## src/rtl/trail_pkg.sv

```systemverilog
// rtl/trail_pkg.sv - shared constants, enums and cell-address helper for the trail collision checker
package trail_pkg;

  localparam logic [2:0]  PLAY_STATE = 3'b010;
  localparam int          PLAY_MAX   = 223;
  localparam logic [19:0] ROW_STRIDE = 20'd1280;

  typedef enum logic [1:0] {
    DIR_UP    = 2'b00,
    DIR_DOWN  = 2'b01,
    DIR_LEFT  = 2'b10,
    DIR_RIGHT = 2'b11
  } dir_t;

  typedef enum logic [3:0] {
    TRAIL_NONE = 4'd0,
    B_HORIZ    = 4'd1,
    B_VERT     = 4'd2,
    R_HORIZ    = 4'd3,
    R_VERT     = 4'd4,
    CORNER     = 4'd5
  } trail_t;

  // Word address of a cell: two words per column, ROW_STRIDE words per row.
  function automatic logic [19:0] cell_addr(input logic [7:0] x, input logic [7:0] y);
    return {11'd0, x, 1'b0} + ({12'd0, y} * ROW_STRIDE);
  endfunction

endpackage

```

## src/rtl/trail_probe.sv

```systemverilog
// rtl/trail_probe.sv - combinational next-cell probe: head + direction -> probe cell, wall test, address
module trail_probe
  import trail_pkg::*;
(
  input  logic [7:0]        head_x,
  input  logic [7:0]        head_y,
  input  logic [1:0]        dir,
  output logic signed [8:0] probe_x,
  output logic signed [8:0] probe_y,
  output logic              out_of_bounds,
  output logic [19:0]       addr
);

  localparam logic signed [8:0] MAX_COORD = 9'(PLAY_MAX);

  logic signed [8:0] hx;
  logic signed [8:0] hy;

  assign hx = $signed({1'b0, head_x});
  assign hy = $signed({1'b0, head_y});

  // Move the head one cell along its direction; 9-bit signed so stepping off the top/left goes negative.
  always_comb begin
    probe_x = hx;
    probe_y = hy;
    case (dir)
      DIR_UP:    probe_y = hy - 9'sd1;
      DIR_DOWN:  probe_y = hy + 9'sd1;
      DIR_LEFT:  probe_x = hx - 9'sd1;
      default:   probe_x = hx + 9'sd1;
    endcase
  end

  assign out_of_bounds = (probe_x < 9'sd0) || (probe_x > MAX_COORD) ||
                         (probe_y < 9'sd0) || (probe_y > MAX_COORD);

  // Only meaningful when the probe is on the field, where the low 8 bits are the true coordinate.
  assign addr = cell_addr(probe_x[7:0], probe_y[7:0]);

endmodule

```

## src/rtl/trail_collision.sv

```systemverilog
// rtl/trail_collision.sv - per-frame bike collision checker; READ_TIMEOUT_EN adds a read-return timeout
module trail_collision
  import trail_pkg::*;
(
  input  logic        Clk,
  input  logic        Reset_n,
  input  logic        frame_clk,
  input  logic [2:0]  Game_State,
  input  logic [7:0]  Blue_X,
  input  logic [7:0]  Blue_Y,
  input  logic [7:0]  Red_X,
  input  logic [7:0]  Red_Y,
  input  logic [1:0]  Blue_dir,
  input  logic [1:0]  Red_dir,
  output logic        rd_req,
  input  logic        rd_gnt,
  output logic [19:0] rd_addr,
  input  logic [15:0] rd_data,
  input  logic        rd_valid,
  output logic        collision_blue,
  output logic        collision_red,
  output logic        check_done
);

  typedef enum logic [2:0] {
    IDLE, LATCH, REQ_B, WAIT_B, REQ_R, WAIT_R, RESOLVE, DONE
  } state_t;

  state_t state;
  state_t state_nx;

  logic       fsync1, fsync2, fprev;
  logic       frame_rise, in_play, start;
  logic [7:0] lat_bx, lat_by, lat_rx, lat_ry;
  logic [1:0] lat_bdir, lat_rdir;
  logic       occ_b, occ_r;
  logic       cell_hit;
  logic       timeout;
  logic       unused_rd_bits;

  logic signed [8:0] pbx, pby, prx, pry;
  logic              oob_b, oob_r;
  logic [19:0]       addr_b, addr_r;
  logic              same_probe, b_hits_rhead, r_hits_bhead, hit_b, hit_r;

  trail_probe u_probe_blue (
    .head_x        (lat_bx),
    .head_y        (lat_by),
    .dir           (lat_bdir),
    .probe_x       (pbx),
    .probe_y       (pby),
    .out_of_bounds (oob_b),
    .addr          (addr_b)
  );

  trail_probe u_probe_red (
    .head_x        (lat_rx),
    .head_y        (lat_ry),
    .dir           (lat_rdir),
    .probe_x       (prx),
    .probe_y       (pry),
    .out_of_bounds (oob_r),
    .addr          (addr_r)
  );

  assign in_play    = (Game_State == PLAY_STATE);
  assign frame_rise = fsync2 & ~fprev;
  assign start      = (state == IDLE) && frame_rise && in_play;

  // Two-flop synchroniser for the frame tick plus one history flop for edge detection.
  always_ff @(posedge Clk or negedge Reset_n) begin
    if (!Reset_n) begin
      fsync1 <= 1'b0;
      fsync2 <= 1'b0;
      fprev  <= 1'b0;
    end else begin
      fsync1 <= frame_clk;
      fsync2 <= fsync1;
      fprev  <= fsync2;
    end
  end

`ifdef READ_TIMEOUT_EN
  logic [3:0] tmo_cnt;

  // Count consecutive WAIT cycles without a read return; give up on the 15th.
  always_ff @(posedge Clk or negedge Reset_n) begin
    if (!Reset_n) begin
      tmo_cnt <= 4'd0;
    end else if ((state == WAIT_B || state == WAIT_R) && !rd_valid && in_play) begin
      tmo_cnt <= tmo_cnt + 4'd1;
    end else begin
      tmo_cnt <= 4'd0;
    end
  end

  assign timeout = (state == WAIT_B || state == WAIT_R) && !rd_valid && (tmo_cnt == 4'd14);
`else
  assign timeout = 1'b0;
`endif

  // State register.
  always_ff @(posedge Clk or negedge Reset_n) begin
    if (!Reset_n) state <= IDLE;
    else          state <= state_nx;
  end

  // Next-state: blue read first, players whose probe hits a wall skip their read.
  always_comb begin
    state_nx = state;
    case (state)
      IDLE:    if (start) state_nx = LATCH;
      LATCH: begin
        if (!oob_b)      state_nx = REQ_B;
        else if (!oob_r) state_nx = REQ_R;
        else             state_nx = RESOLVE;
      end
      REQ_B:   if (rd_gnt) state_nx = WAIT_B;
      WAIT_B:  if (rd_valid || timeout) state_nx = oob_r ? RESOLVE : REQ_R;
      REQ_R:   if (rd_gnt) state_nx = WAIT_R;
      WAIT_R:  if (rd_valid || timeout) state_nx = RESOLVE;
      RESOLVE: state_nx = DONE;
      DONE:    state_nx = IDLE;
      default: state_nx = IDLE;
    endcase
    if (!in_play) state_nx = IDLE;
  end

  // Snapshot heads and directions when a check starts so mid-check input changes are ignored.
  always_ff @(posedge Clk or negedge Reset_n) begin
    if (!Reset_n) begin
      lat_bx   <= 8'd0;
      lat_by   <= 8'd0;
      lat_rx   <= 8'd0;
      lat_ry   <= 8'd0;
      lat_bdir <= 2'd0;
      lat_rdir <= 2'd0;
    end else if (start) begin
      lat_bx   <= Blue_X;
      lat_by   <= Blue_Y;
      lat_rx   <= Red_X;
      lat_ry   <= Red_Y;
      lat_bdir <= Blue_dir;
      lat_rdir <= Red_dir;
    end
  end

  assign cell_hit       = (rd_data[3:0] | rd_data[11:8]) != 4'd0;
  assign unused_rd_bits = ^{rd_data[15:12], rd_data[7:4]};

  // Capture occupancy from the first read return; cleared per check so skipped or aborted reads count as empty.
  always_ff @(posedge Clk or negedge Reset_n) begin
    if (!Reset_n) begin
      occ_b <= 1'b0;
      occ_r <= 1'b0;
    end else if (state == LATCH) begin
      occ_b <= 1'b0;
      occ_r <= 1'b0;
    end else begin
      if (state == WAIT_B && rd_valid) occ_b <= cell_hit;
      if (state == WAIT_R && rd_valid) occ_r <= cell_hit;
    end
  end

  assign same_probe   = (pbx == prx) && (pby == pry);
  assign b_hits_rhead = (pbx == $signed({1'b0, lat_rx})) && (pby == $signed({1'b0, lat_ry}));
  assign r_hits_bhead = (prx == $signed({1'b0, lat_bx})) && (pry == $signed({1'b0, lat_by}));
  assign hit_b        = oob_b | occ_b | same_probe | b_hits_rhead;
  assign hit_r        = oob_r | occ_r | same_probe | r_hits_bhead;

  // Sticky collision flags: set in RESOLVE, cleared only by leaving PLAY or reset.
  always_ff @(posedge Clk or negedge Reset_n) begin
    if (!Reset_n) begin
      collision_blue <= 1'b0;
      collision_red  <= 1'b0;
    end else if (!in_play) begin
      collision_blue <= 1'b0;
      collision_red  <= 1'b0;
    end else if (state == RESOLVE) begin
      collision_blue <= collision_blue | hit_b;
      collision_red  <= collision_red  | hit_r;
    end
  end

  // Read port and completion pulse decode straight from the registered state.
  always_comb begin
    rd_req     = 1'b0;
    rd_addr    = 20'd0;
    check_done = (state == DONE);
    if (state == REQ_B) begin
      rd_req  = 1'b1;
      rd_addr = addr_b;
    end else if (state == REQ_R) begin
      rd_req  = 1'b1;
      rd_addr = addr_r;
    end
  end

endmodule

```

## config.mk

```make
export PLATFORM = sky130hd
export DESIGN_NAME = trail_collision
export DESIGN_NICKNAME = d
export VERILOG_FILES = /design/src/rtl/trail_pkg.sv /design/src/rtl/trail_probe.sv /design/src/rtl/trail_collision.sv
export SDC_FILE = /design/constraint.sdc
export NUM_CORES = 1
export LEC_CHECK = 0
export BUFFER_PORTS_ARGS = -buffer_cell sky130_fd_sc_hd__buf_2
export CAP_MARGIN = 20
export CORE_MARGIN = 3
export CORE_UTILIZATION = 60
export DETAILED_ROUTE_END_ITERATION = 10
export PLACE_DENSITY = 0.82
export SLEW_MARGIN = 20
export SYNTH_ARGS = -nofsm -noshare
export SYNTH_HDL_FRONTEND = slang
export SYNTH_SLANG_ARGS = --single-unit
```

## constraint.sdc

```tcl
create_clock -name Clk -period 14 [get_ports Clk]
set_input_delay 1.4 -clock Clk [delete_from_list [all_inputs] [get_ports Clk]]
set_output_delay 1.4 -clock Clk [all_outputs]
set_load 0.1 [all_outputs]
```

# Yosys cells after proc, flatten, opt, wreduce, memory -nomap -nowiden
# Cells that the tools add are included.
totals:
  register_bits: 46
  input_bits: 60
  out_inout_bits: 24
classes:
  addsub: 10
  mul: 2
  magnitude_cmp: 8
  n_eq_ne: 24
  mux: 25
  bitwise_logic: 11
  n_reduce_logical: 22
ops:
  columns: ["operator", "count"]
  rows:
  - ["one-hot mux 9 bit (2 select lines)", 4]
  - ["equality test 9 bit", 6]
  - ["adder 9 x 19 -> 20 bit", 2]
  - ["two-way mux 20 bit", 2]
  - ["adder 8 x 1 -> 9 bit (second input constant)", 4]
  - ["> comparator 9 bit (second input constant)", 4]
  - ["< comparator 9 x 1 -> 1 bit (second input constant)", 4]
  - ["subtractor 8 x 1 -> 9 bit (second input constant)", 4]
  - ["one-hot mux 3 bit (8 select lines)", 1]
  - ["multiplier 8 x 3 -> 11 bit (second input constant)", 2]
  - ["two-way mux 3 bit", 7]
  - ["inequality test 3 bit (second input constant)", 5]
  - ["equality test 3 bit (second input constant)", 4]
  - ["two-way mux 1 bit", 10]
  - ["equality test 3 x 2 -> 1 bit (second input constant)", 3]
  - ["bitwise OR 1 bit", 8]
  - ["logical AND 1 bit", 7]
  - ["logical OR 1 bit", 6]
  - ["AND reduction 5 bit", 1]
  - ["equality test 2 x 1 -> 1 bit (second input constant)", 2]
  - ["equality test 2 bit (second input constant)", 2]
  - ["zero test 2 bit", 2]
  - ["bitwise OR 4 bit", 1]
  - ["nonzero test 2 bit", 2]
  - ["8 further kinds", 9]

# Depth between registers and ports, before layout
depth:
  ltp_word: 13
  depth_mapped: 20
  depth_no_buf: 19

# Modules after synthesis
# From an unflattened synthesis, not the netlist that was laid out.
hier_totals:
  cells_unflattened: 618
  hier_area_um2: 5724.2
modules_own_cells:
  columns: ["module", "instances", "cells_per_inst", "area_per_inst_um2", "seq_area_each_um2"]
  rows:
  - ["trail_probe", 2, 195, 1475.2, 0.0]
  - ["trail_collision", 1, 228, 2773.9, 1151.1]

# Worst setup path after synthesis
# OpenSTA, ideal clock, no wires.
synth_timing:
  path_type: "register -> output"
  startpoint: "register lat_bdir[0]"
  endpoint: "output rd_addr[18]"
  t_arrival_ns: 6.178
  t_required_ns: 12.600
  slack_ns: 6.422
  stages_incl_launch_ff: 18
  n_path_buf: 1
  cell_sequence: "dfrtp_1 > clkbuf_1 > nand2_1 > ha_1 > and2_1 > nand3_1 > and4_1 > o31ai_1 > ha_1 > ha_1 > nor2b_1 > o21ai_0 > a21oi_1 > nand4b_1 > nor2_1 > a22o_1 > a21oi_1 > o32ai_1"
synth_between:
  elab_chain_cells: 5
  elab_cells_between_ends: 9
  cone_classes: "add/sub (1); mul (1); eq/ne (2); mux (3); reduce/logical (2)"
synth_lines:
  columns: ["item", "line", "rtl"]
  rows:
  - ["start: declaration", "trail_collision.sv:35", "logic [1:0] lat_bdir, lat_rdir;"]
  - ["start signal: assignment", "trail_collision.sv:143", "lat_bdir <= Blue_dir;"]
  - ["equality test 2 x 1 -> 1 bit / zero test 2 bit (equally long branches)", "trail_probe.sv:26", "case (dir)"]
  - ["one-hot mux 9 bit (2 select lines) / OR reduction 2 bit (equally long branches)", null, null]
  - ["multiplier 8 x 3 -> 11 bit / one-hot mux 9 bit (2 select lines) (equally long branches)", "trail_pkg.sv:26, trail_probe.sv:26", null]
  - ["adder 9 x 19 -> 20 bit (*)", "trail_pkg.sv:26", "return {11'd0, x, 1'b0} + ({12'd0, y} * ROW_STRIDE);"]
  - ["two-way mux 20 bit (*)", "trail_collision.sv:190", "if (state == REQ_B) begin"]
  - ["end: declaration", "trail_collision.sv:17", "output logic [19:0] rd_addr,"]
# Every way passes the cells marked *; elsewhere a longest branch is shown, timed or not.

# Final worst setup path
layout_timing:
  startpoint: "register lat_rdir[1]"
  endpoint: "output rd_addr[17]"
layout_between:
  elab_chain_cells: 6
  elab_cells_between_ends: 10
  cone_classes: "add/sub (1); mul (1); eq/ne (2); mux (4); reduce/logical (2)"
layout_lines:
  columns: ["item", "line", "rtl"]
  rows:
  - ["start: declaration", "trail_collision.sv:35", null]
  - ["start signal: assignment", "trail_collision.sv:144", "lat_rdir <= Red_dir;"]
  - ["equality test 2 x 1 -> 1 bit / zero test 2 bit (equally long branches)", "trail_probe.sv:26", null]
  - ["one-hot mux 9 bit (2 select lines) / OR reduction 2 bit (equally long branches)", null, null]
  - ["multiplier 8 x 3 -> 11 bit / one-hot mux 9 bit (2 select lines) (equally long branches)", "trail_pkg.sv:26, trail_probe.sv:26", null]
  - ["adder 9 x 19 -> 20 bit (*)", "trail_pkg.sv:26", null]
  - ["two-way mux 20 bit (*)", "trail_collision.sv:193", "end else if (state == REQ_R) begin"]
  - ["two-way mux 20 bit (*)", "trail_collision.sv:190", null]
# Marked as above.

==> run summary <==
Die height - 103.0 um
Num rows - 34
R2R cell count - 12
Share of the synthesized area in the top cell type - 20.40%
Sum Neg Setup Slack - 0 ps
Clock transition at path regs - 90 ps
Setup Slack @ Placement - 7275 ps
Pwr Density - 252.5 nW/um2
Final hold slack - 354.0 ps
Worst setup margin - 6781 ps
Final wirelength - 15210 um
HP Class - reg2reg
Final setup violation count - 0
Post-CTS Setup Inserts - 0
Cell Area, Synth - 5642 um2
Synthesis-to-finish area growth - 8.561%
Die ar. - 10600 um2
Wire length per cell - 18.48 um
Async set-reset flop share out of synthesis - 100.0%
Total CTS buffers - 5
Yosys reg bits - 46
1st-iter DRT viols - 475
Sequential-to-total area share from yosys stat - 20.40%
WP data required - 12600 ps
Post-CTS resize count - 0
Total track usage - 28.84%
Fin crit period - 7220 ps
Most frequent cells in the layout - buf_2 (72), xnor2_1 (58), dfrtp_1 (46)
Net count reported at finish - 822
Biggest area consumer among synthesized cells - dfrtp_1
Drt pass-1 iters - 6
Core Util, Final - 68.56%
Worst slew pin tran - 962.9 ps
DP Wirelength - 11620 um
Status - finished clean
Via density per instance - 6.721
Drc violations - 0
# hold bufs at CTS - 0
Final Hold Fails - 0
I/O Buffers - 73
# clock sinks - 46
Layout cells sized above 1 - 19.02%
Initial core utilization - 63.15%
Worst Path Arrival - 5820 ps
Max-cap viol count - 0
Num ports - 84
Area of the core - 8934 um2
N_diodes - 0
Initial antenna violation count - 0
CP Max Fanout - 12
Synth area leaders - dfrtp_1 (20%), ha_1 (9.8%), xnor2_1 (9.0%), mux2_2 (7.4%), xor2_1 (4.3%)
Fmax - 138.5 MHz
CTS H-tree lvls - 2
RSZ-0062 raised after global routing - no
Vias - 5531
Synth Warn # - 0
Remaining global-route overflow - 0
GP Congestion - 0.9405
Tot Pwr - 1.546 mW
Crit start category - register
CTS tree - done
Hold Path Depth - 0
Most common cell after layout, fill and taps aside - buf_2
Slew HR - 35.73%
Die Span X - 103.0 um
Syn avg cell area - 8.458 um2
Vias in the first global route - 5129
Antenna Nets Post-Route - 0
Post-synth EDFFs - 0
Skew final - 9.287 ps
Pins over their slew limit - 0
CTS Buffer Depth - 2
Root buf cell - clkbuf_8
Largest net degree at the start of global routing - 47
Setup crit end kind - output pin
Fin crit share - 51.57%
Kind of critical path - reg2out
Mapped Cells - 667
Worst-skew pair later-pin latency - 310 ps
First-pass GRT wire length - 24630 um
Peak VDD IR - 0.0001269 V
Post-synth cell types - 75
Main flop type after synthesis - dfrtp_1
Leakage power total - 2.641 nW
sequential cells by signal, indices dropped and copies added (netlist names):
name and flops:
fprev 1, lat_rdir 2, fsync1 1, lat_bdir 2, occ_r 1, fsync2 1, occ_b 1, collision_red 1
lat_ry 8, lat_rx 8, state 3, lat_by 8, collision_blue 1, lat_bx 8
layout make-up:
type	instances	area (um2)
Multi-Input combinational cell	548	4199
Fill cell	706	2809
Sequential cell	46	1151
Timing Repair Buffer	76	390.4
Inverter	37	138.9
Tap cell	108	135.1
Clock buffer	6	72.57
Clock inverter	2	37.54
worst paths after layout:
check / startpoint / to / slack [ps]
min in group asynchronous: Reset_n / lat_by[7] / 1070
max in group asynchronous: Reset_n / collision_blue / 12500
min: fsync1 / fsync2 / 350
max reg2reg: lat_bdir[1] / collision_red / 10120
max: lat_rdir[1] / rd_addr[17] / 6780
min reg2reg: fsync1 / fsync2 / 350
report_power, final:
| part | internal [mW] | switching, mW |
|---|---|---|
| Clock | 0.0533 | 0.0478 |
| Sequential | 0.158 | 0.0617 |
| Combinational | 0.525 | 0.701 |
| Total | 0.736 | 0.811 |
critical path: stages, from the launching register on:
cell      delay, ps
dfrtp_1         380
inv_1           340
nand2_1         360
ha_1            510
o211ai_1        140
o211a_1         240
or4_1           490
and3_1          320
inv_2           160
ha_1            260
ha_1            360
nand2_1          80
o21ai_0         430
xnor2_1         190
nor4_1          330
xnor2_1         180
xnor2_1          90
o22ai_1         170
buf_2           460
layer usage:
layer / global-route usage, % / wire length (um) / part of all wire, %
met1: 38.41 / 6187 / 41
met2: 48.05 / 7174 / 47
met4: 9.064 / 495 / 3.3
met3: 4.533 / 1354 / 8.9
met5: 0 / 0 / 0
through the flow:
stage | area, um2 | instances
after floorplan | 5645 | 668
after global routing | 6125 | 823
after CTS | 6122 | 823
after detailed placement | 6012 | 815
after global placement | 6012 | 815
final | 6125 | 823
cells in the mapped netlist (11+ instances only):
cell type,number
xnor2_1,58
dfrtp_1,46
ha_1,44
nor2_1,40
mux2_2,37
inv_1,35
nand2_1,32
clkbuf_1,28
xor2_1,28
a21oi_1,25
o21ai_0,23
nand3_1,22
o22ai_1,18
nand4_1,15
nor3_1,14
nand2b_1,11
nor3b_1,11
logic make-up after synthesis:
group	synth area share [%]
AOI/OAI and AO/OA	18.74
xor gates and xnor gates	13.75
adders and majority gates	11.18
buffers and inverters	5.323
DFF	20.40
muxes	8.672
other	0.06647
and+or+nand+nor	21.87
(Power assumes the default switching activity.)
